`config.mk`:
```
export PLATFORM = sky130hd
export DESIGN_NAME = vga_frame_capture
export DESIGN_NICKNAME = d
export VERILOG_FILES = /design/src/rtl/vga_pkg.sv /design/src/rtl/vga_frame_capture_sync_edge.sv /design/src/rtl/vga_frame_capture.sv
export SDC_FILE = /design/constraint.sdc
export NUM_CORES = 1
export LEC_CHECK = 0
export CAP_MARGIN = 20
export CORE_MARGIN = 2
export CORE_UTILIZATION = 43
export CTS_CLUSTER_SIZE = 28
export DETAILED_ROUTE_END_ITERATION = 16
export GPL_TIMING_DRIVEN = 0
export HOLD_SLACK_MARGIN = 0.05
export PLACE_DENSITY_LB_ADDON = 0.12
export SLEW_MARGIN = 20
export SYNTH_ARGS = -nofsm -noshare
export SYNTH_HDL_FRONTEND = slang
export SYNTH_HIERARCHICAL = 1
export SYNTH_SLANG_ARGS = --single-unit
```
`constraint.sdc`:
```
create_clock -name pixel_clk -period 5.1 [get_ports pixel_clk]
set_input_delay 1.02 -clock pixel_clk [delete_from_list [all_inputs] [get_ports pixel_clk]]
set_output_delay 1.02 -clock pixel_clk [all_outputs]
set_load 0.05 [all_outputs]
```
`src/rtl/vga_pkg.sv`:
```
// Shared constants, capture FSM state type and the bit-serial CRC-16-CCITT step
// used by the VGA frame capture block.
package vga_pkg;

  localparam int H_ACTIVE_DEF = 640;
  localparam int V_ACTIVE_DEF = 480;
  localparam int FB_AW        = 19;

  localparam logic [15:0] CRC16_POLY = 16'h1021;
  localparam logic [15:0] CRC16_INIT = 16'hFFFF;

  localparam logic [10:0] COL_MAX   = 11'd2047;
  localparam logic [9:0]  ROW_GUARD = 10'd512;

  typedef enum logic [1:0] {
    CAP_IDLE,
    CAP_ARMED,
    CAP_CAPTURE,
    CAP_DONE
  } capture_state_t;

  // One MSB-first CRC-16-CCITT step for a single input bit.
  function automatic logic [15:0] crc16_ccitt_bit(input logic [15:0] crc, input logic din);
    logic fb;
    fb = crc[15] ^ din;
    return {crc[14:0], 1'b0} ^ (fb ? CRC16_POLY : 16'h0000);
  endfunction

endpackage

```
`src/rtl/vga_frame_capture_sync_edge.sv`:
```
// Registers hsync/vsync/video_on once, normalises sync polarity and produces
// single-cycle edge strobes from the registered and previous-registered values.
module vga_sync_edge #(
  parameter bit SYNC_ACTIVE_LOW = 1'b1
) (
  input  logic pixel_clk,
  input  logic wb_rst_i,
  input  logic hsync,
  input  logic vsync,
  input  logic video_on,
  output logic video_act,
  output logic hsync_rise,
  output logic vsync_rise,
  output logic video_fall
);

  localparam int N_SIG = 3;

  logic [N_SIG-1:0] raw;
  logic [N_SIG-1:0] s1;
  logic [N_SIG-1:0] prev;

  // bit 0 = hsync_act, bit 1 = vsync_act, bit 2 = video_on
  assign raw = {video_on, vsync ^ SYNC_ACTIVE_LOW, hsync ^ SYNC_ACTIVE_LOW};

  generate
    for (genvar gi = 0; gi < N_SIG; gi++) begin : g_sig
      logic s1_reg;
      logic prev_reg;

      always_ff @(posedge pixel_clk or posedge wb_rst_i) begin
        if (wb_rst_i) begin
          s1_reg   <= 1'b0;
          prev_reg <= 1'b0;
        end else begin
          s1_reg   <= raw[gi];
          prev_reg <= s1_reg;
        end
      end

      assign s1[gi]   = s1_reg;
      assign prev[gi] = prev_reg;
    end
  endgenerate

  assign video_act  = s1[2];
  assign hsync_rise = s1[0] & ~prev[0];
  assign vsync_rise = s1[1] & ~prev[1];
  assign video_fall = ~s1[2] & prev[2];

endmodule

```
`src/rtl/vga_frame_capture.sv`:
```
// Captures one VGA frame as 1 bit per pixel into a framebuffer write port.
// Optional CRC over the captured bits: define VGA_FRAME_CAPTURE_CRC_EN.
module vga_frame_capture
  import vga_pkg::*;
#(
  parameter int H_ACTIVE        = H_ACTIVE_DEF,
  parameter int V_ACTIVE        = V_ACTIVE_DEF,
  parameter int RGB_DEPTH       = 8,
  parameter bit SYNC_ACTIVE_LOW = 1'b1
) (
  input  logic                   pixel_clk,
  input  logic                   wb_rst_i,
  input  logic                   capture_start,
  input  logic                   hsync,
  input  logic                   vsync,
  input  logic                   video_on,
  input  logic [RGB_DEPTH-1:0]   red,
  input  logic [RGB_DEPTH-1:0]   green,
  input  logic [RGB_DEPTH-1:0]   blue,
  input  logic [3*RGB_DEPTH-1:0] fg_color,
  output logic                   fb_we,
  output logic [18:0]            fb_waddr,
  output logic                   fb_wdata,
  output logic                   busy,
  output logic                   done,
  output logic                   frame_error,
  output logic [10:0]            meas_width,
  output logic [9:0]             meas_height,
  output logic [15:0]            crc_o
);

  localparam logic [10:0]      H_ACT_W = 11'(H_ACTIVE);
  localparam logic [9:0]       V_ACT_H = 10'(V_ACTIVE);
  localparam logic [FB_AW-1:0] H_ACT_A = FB_AW'(H_ACTIVE);

  logic video_act;
  logic hsync_rise;
  logic vsync_rise;
  logic video_fall;

  vga_sync_edge #(
    .SYNC_ACTIVE_LOW(SYNC_ACTIVE_LOW)
  ) u_sync_edge (
    .pixel_clk (pixel_clk),
    .wb_rst_i  (wb_rst_i),
    .hsync     (hsync),
    .vsync     (vsync),
    .video_on  (video_on),
    .video_act (video_act),
    .hsync_rise(hsync_rise),
    .vsync_rise(vsync_rise),
    .video_fall(video_fall)
  );

  logic [3*RGB_DEPTH-1:0] rgb_s1_reg;
  logic                   pixel_bit;

  always_ff @(posedge pixel_clk or posedge wb_rst_i) begin
    if (wb_rst_i) rgb_s1_reg <= '0;
    else          rgb_s1_reg <= {red, green, blue};
  end

  assign pixel_bit = (rgb_s1_reg == fg_color);

  capture_state_t   state_reg, state_next;
  logic [10:0]      col_reg, col_next;
  logic [9:0]       row_reg, row_next;
  logic [FB_AW-1:0] line_base_reg, line_base_next;
  logic             fb_we_reg, fb_we_next;
  logic [FB_AW-1:0] fb_waddr_reg, fb_waddr_next;
  logic             fb_wdata_reg, fb_wdata_next;
  logic             frame_error_reg, frame_error_next;
  logic [10:0]      meas_width_reg, meas_width_next;
  logic [9:0]       meas_height_reg, meas_height_next;

  always_comb begin
    state_next       = state_reg;
    col_next         = col_reg;
    row_next         = row_reg;
    line_base_next   = line_base_reg;
    fb_we_next       = 1'b0;
    fb_waddr_next    = fb_waddr_reg;
    fb_wdata_next    = fb_wdata_reg;
    frame_error_next = frame_error_reg;
    meas_width_next  = meas_width_reg;
    meas_height_next = meas_height_reg;

    case (state_reg)
      CAP_IDLE: begin
        if (capture_start) begin
          state_next       = CAP_ARMED;
          frame_error_next = 1'b0;
          meas_width_next  = '0;
          meas_height_next = '0;
        end
      end

      CAP_ARMED: begin
        if (vsync_rise) begin
          state_next     = CAP_CAPTURE;
          col_next       = '0;
          row_next       = '0;
          line_base_next = '0;
        end
      end

      CAP_CAPTURE: begin
        if (video_act) begin
          if (col_reg < H_ACT_W && row_reg < V_ACT_H) begin
            fb_we_next    = 1'b1;
            fb_waddr_next = line_base_reg + FB_AW'(col_reg);
            fb_wdata_next = pixel_bit;
          end else begin
            frame_error_next = 1'b1;
          end
          if (col_reg != COL_MAX) col_next = col_reg + 11'd1;
        end

        if (hsync_rise && video_act) frame_error_next = 1'b1;

        if (video_fall) begin
          meas_width_next  = col_reg;
          if (col_reg != H_ACT_W) frame_error_next = 1'b1;
          row_next         = row_reg + 10'd1;
          meas_height_next = row_reg + 10'd1;
          col_next         = '0;
          line_base_next   = line_base_reg + H_ACT_A;
        end

        // The height check sees the count already advanced by a coincident line end.
        if (vsync_rise) begin
          if (meas_height_next != V_ACT_H) frame_error_next = 1'b1;
          state_next = CAP_DONE;
        end else if (row_next == ROW_GUARD) begin
          frame_error_next = 1'b1;
          state_next       = CAP_DONE;
        end
      end

      CAP_DONE: state_next = CAP_IDLE;

      default: state_next = CAP_IDLE;
    endcase
  end

  always_ff @(posedge pixel_clk or posedge wb_rst_i) begin
    if (wb_rst_i) begin
      state_reg       <= CAP_IDLE;
      col_reg         <= '0;
      row_reg         <= '0;
      line_base_reg   <= '0;
      fb_we_reg       <= 1'b0;
      fb_waddr_reg    <= '0;
      fb_wdata_reg    <= 1'b0;
      frame_error_reg <= 1'b0;
      meas_width_reg  <= '0;
      meas_height_reg <= '0;
    end else begin
      state_reg       <= state_next;
      col_reg         <= col_next;
      row_reg         <= row_next;
      line_base_reg   <= line_base_next;
      fb_we_reg       <= fb_we_next;
      fb_waddr_reg    <= fb_waddr_next;
      fb_wdata_reg    <= fb_wdata_next;
      frame_error_reg <= frame_error_next;
      meas_width_reg  <= meas_width_next;
      meas_height_reg <= meas_height_next;
    end
  end

`ifdef VGA_FRAME_CAPTURE_CRC_EN
  logic [15:0] crc_reg;

  // Runs one cycle behind the write port, so it settles long before the closing frame edge.
  always_ff @(posedge pixel_clk or posedge wb_rst_i) begin
    if (wb_rst_i) begin
      crc_reg <= 16'h0000;
    end else if (state_reg == CAP_IDLE && capture_start) begin
      crc_reg <= CRC16_INIT;
    end else if (fb_we_reg) begin
      crc_reg <= crc16_ccitt_bit(crc_reg, fb_wdata_reg);
    end
  end

  assign crc_o = crc_reg;
`else
  assign crc_o = 16'h0000;
`endif

  assign fb_we       = fb_we_reg;
  assign fb_waddr    = fb_waddr_reg;
  assign fb_wdata    = fb_wdata_reg;
  assign busy        = (state_reg == CAP_ARMED) || (state_reg == CAP_CAPTURE);
  assign done        = (state_reg == CAP_DONE);
  assign frame_error = frame_error_reg;
  assign meas_width  = meas_width_reg;
  assign meas_height = meas_height_reg;

endmodule

```
==> flow_summary.ini <==
[clock_network]
insertion_delay_ns = 0.35
clock_sinks = 108
htree_levels = 3
cts_hold_buf = 0
cts.repair.resized = 0
cts_buffer_depth = 2
root_buffer = clkbuf_16
cts_tree = built
cts_made_buffers = 9
clkTransAtPathRegs_ns = 0.08
post_cts_buffers = 0

[worst_setup_path]
cp-end-kind = output pin
critical_path.max_fanout = 4
startpoint_type = register
worstReg2RegEnd = frame_error
slowest_stage = clkdlybuf4s50_1
crit_type = reg -> out
required_ns = 4.08
ff2ff_setup_slack_ns = 2.59
worst_r2r_startpoint = row_reg[1]
crit_path_max_incr_delay_ns = 0.81
worstPathArrival_ns = 1.98
reg2reg_depth = 7
crit_chain = inv_1, ha_1, clkdlybuf4s50_1

[finish]
fin_area_um2 = 7260
syn_to_final_growth_pct = 28.2
nNetsFinal = 750
largest_register_ffs = 24
n_antenna_cell = 0
fin_cells = 859
fill_cells = 1179
layout-drive-gt1-share = 0.106

[hold_path]
hold_start = u_sync_edge/g_sig[1].s1_reg
hold_end = u_sync_edge/g_sig[1].prev_reg
hp-class = reg -> reg
worstHoldPathCells = 0

[yosys]
synth_cell_type_count = 65
yosysSeqAreaShare = 0.477
ys_warn_count = 6
yosys.area_share.simple = 0.165
ys_async_sr_fraction = 1.00
synth_cells = 557
synth-main-ff-cell = dfrtp_1
synth.avg_cell_area_um2 = 10.2
synth-xor-area-share = 0.0988
synth_top_family_by_area = simple AND/OR/NAND/NOR gates
synth-compound-area-share = 0.127
synth-edff-count = 0
yosys_register_bits = 108
netlist_area_um2 = 5660
synth_mux_area_frac = 0.0351
synth-adder-area-share = 0.0309

[sta]
setup_violations = 0
drv_slew = 0
max_slew_margin = 0.492
fin_crit_sh = 0.588
finalSetupTns_ns = 0
rsz0062_at_grt = false
finalHoldViolCount = 0
tightestPinTransition_ns = 0.754
fin_skew_ns = 0.0105
timing.final.ws_setup_ns = 2.10
timing.fmax_mhz = 333
min_period_ns = 3.00

[grt]
track_usage = 0.191
first_global_vias = 4411
grt_max_degree = 65
overflow = 0
antenna_found_initial = 0
grt_pass1_wl_um = 21700

[routing]
dr.pass1.iters = 4
drt_iter0_drc = 225
via_per_inst = 5.08
wl_met2_um = 6230
num_vias = 4368
met3_length_um = 532
drc = 0
wirelength_um = 12700
dr.max_layer_used = met4
ant_nets = 0
wire_per_inst_um = 14.8
wl_met1_um = 5810

[place]
preCtsSetupSlack_ns = 2.28
dp_cells = 843
routabilityCongestion = 0.816
portBuffers = 97
dpl_cell_area_um2 = 6940
dpl.hpwl_um = 9440

[pwr]
vdd_drop_max_v = 0.000436
power_density_nw_per_um2 = 431
power_mw = 3.13
p_leak_nw = 3.10

[status]
status = complete, no violations

[die]
die_w_um = 119
core.rowCount = 41
fp.dieH_um = 119
start_util = 0.445
dieArea_um2 = 14100
io-pin-count = 115
core-area_um2 = 12700

[flow_run]
cap_violations = 0
## synthesized netlist by cell type (2+ instances only)
| library cell | instances | share of area |
|---|---|---|
| ha_1 | 14 | 0.031 |
| clkbuf_1 | 14 | 0.0093 |
| nand4_1 | 11 | 0.012 |
| a21oi_1 | 22 | 0.019 |
| buf_6 | 4 | 0.0080 |
| xor2_1 | 33 | 0.051 |
| nand2b_1 | 3 | 0.0033 |
| nor3b_1 | 3 | 0.0040 |
| a32oi_1 | 5 | 0.0077 |
| nor4_1 | 6 | 0.0066 |
| buf_4 | 19 | 0.025 |
| nor2b_4 | 3 | 0.0073 |
| nand3_1 | 16 | 0.014 |
| buf_2 | 6 | 0.0053 |
| mux2_2 | 7 | 0.014 |
| o211ai_1 | 3 | 0.0040 |
| dfrtp_1 | 108 | 0.48 |
| nand2_1 | 50 | 0.033 |
| nand2_2 | 2 | 0.0022 |
| nor2_1 | 38 | 0.025 |
| nor3_1 | 11 | 0.0097 |
| and4_1 | 2 | 0.0031 |
| a22o_1 | 14 | 0.022 |
| xnor2_1 | 29 | 0.045 |
| mux2i_1 | 12 | 0.021 |
| and2_1 | 3 | 0.0033 |
| clkbuf_8 | 2 | 0.0049 |
| or3_1 | 6 | 0.0066 |
| and3_1 | 7 | 0.0077 |
| o31a_2 | 2 | 0.0035 |
| o21ai_0 | 46 | 0.041 |
| o21a_1 | 2 | 0.0027 |
| a22oi_1 | 2 | 0.0027 |
| and3b_1 | 2 | 0.0031 |
| inv_1 | 14 | 0.0093 |
| a31oi_1 | 3 | 0.0033 |
| nor2b_1 | 5 | 0.0055 |
## layout by cell type (no fill, tap or decap), types with 7 or more instances in the layout
cell type	synthesis	routed
clkdlybuf4s50_1	0	97
nand4_1	11	11
clkbuf_1	14	16
conb_1	1	17
xnor2_1	29	29
nor3_1	11	11
nand2_1	50	50
buf_4	19	19
nand3_1	16	16
xor2_1	33	33
a22o_1	14	14
nor2_1	38	38
inv_1	14	13
a21oi_1	22	22
ha_1	14	14
clkbuf_16	0	9
o21ai_0	46	46
and3_1	7	7
mux2_2	7	7
dfrtp_1	108	108
mux2i_1	12	12
## worst max-delay path by stage
stage                      start      endpoint  slack [ns]  cells past startpoint
global route        state_reg[0]          busy        2.04                      3
floorplan               wb_rst_i    col_reg[0]        1.40                      1
CTS                 state_reg[0]          busy        2.08                      3
finish              state_reg[0]          busy        2.10                      3
detailed placement  fg_color[11]      fb_wdata        2.28                      6
global placement        wb_rst_i  fb_waddr[14]       -0.16                      2
## cell type report
class,count,area (um2),area share
buffer,48,314,0.0433
timing repair buffer,98,998,0.138
clock buffer,11,233,0.0321
multi-input combinational,402,2650,0.365
tap,172,215,0.0297
clock inverter,5,85.1,0.0117
sequential,108,2700,0.372
inverter,15,61.3,0.00845
## power by group
group	total, mW	internal [mW]	leakage (nW)	switching, mW
sequential	1.11	0.985	1.41	0.123
clock	0.746	0.434	0.156	0.312
combinational	1.28	0.461	1.54	0.815
## cell families after synthesis
| kind of cell | after synthesis |
|---|---|
| AO/OA/AOI/OAI | 112 |
| XOR/XNOR | 63 |
| adder cells (fa/ha/maj) | 14 |
| buffers and inverters | 63 |
| flip-flops | 108 |
| multiplexers | 19 |
| other | 1 |
| AND/OR/NAND/NOR | 177 |
## per-layer routing
layer  vias to the layer above  track usage
met5                         -            0
met4                         0       0.0491
met3                        15       0.0352
met2                        94        0.327
met1                      2097        0.250
li1                       2162            -
## critical path, delay by kind of cell (launching register included)
kind	cells	cell delay [ns]
flops	1	0.41
buf+inv	2	0.90
fa+ha+maj	1	0.32
## stage by stage
stage	hold slack [ns]	util
6_report	0.384	0.571
5_1_grt	0.406	0.571
4_1_cts	0.389	0.571
3_5_place_dp	0.367	0.546
3_3_place_gp	0.369	0.543
2_1_floorplan	0.354	-
Power figures use the tool's default switching activity.
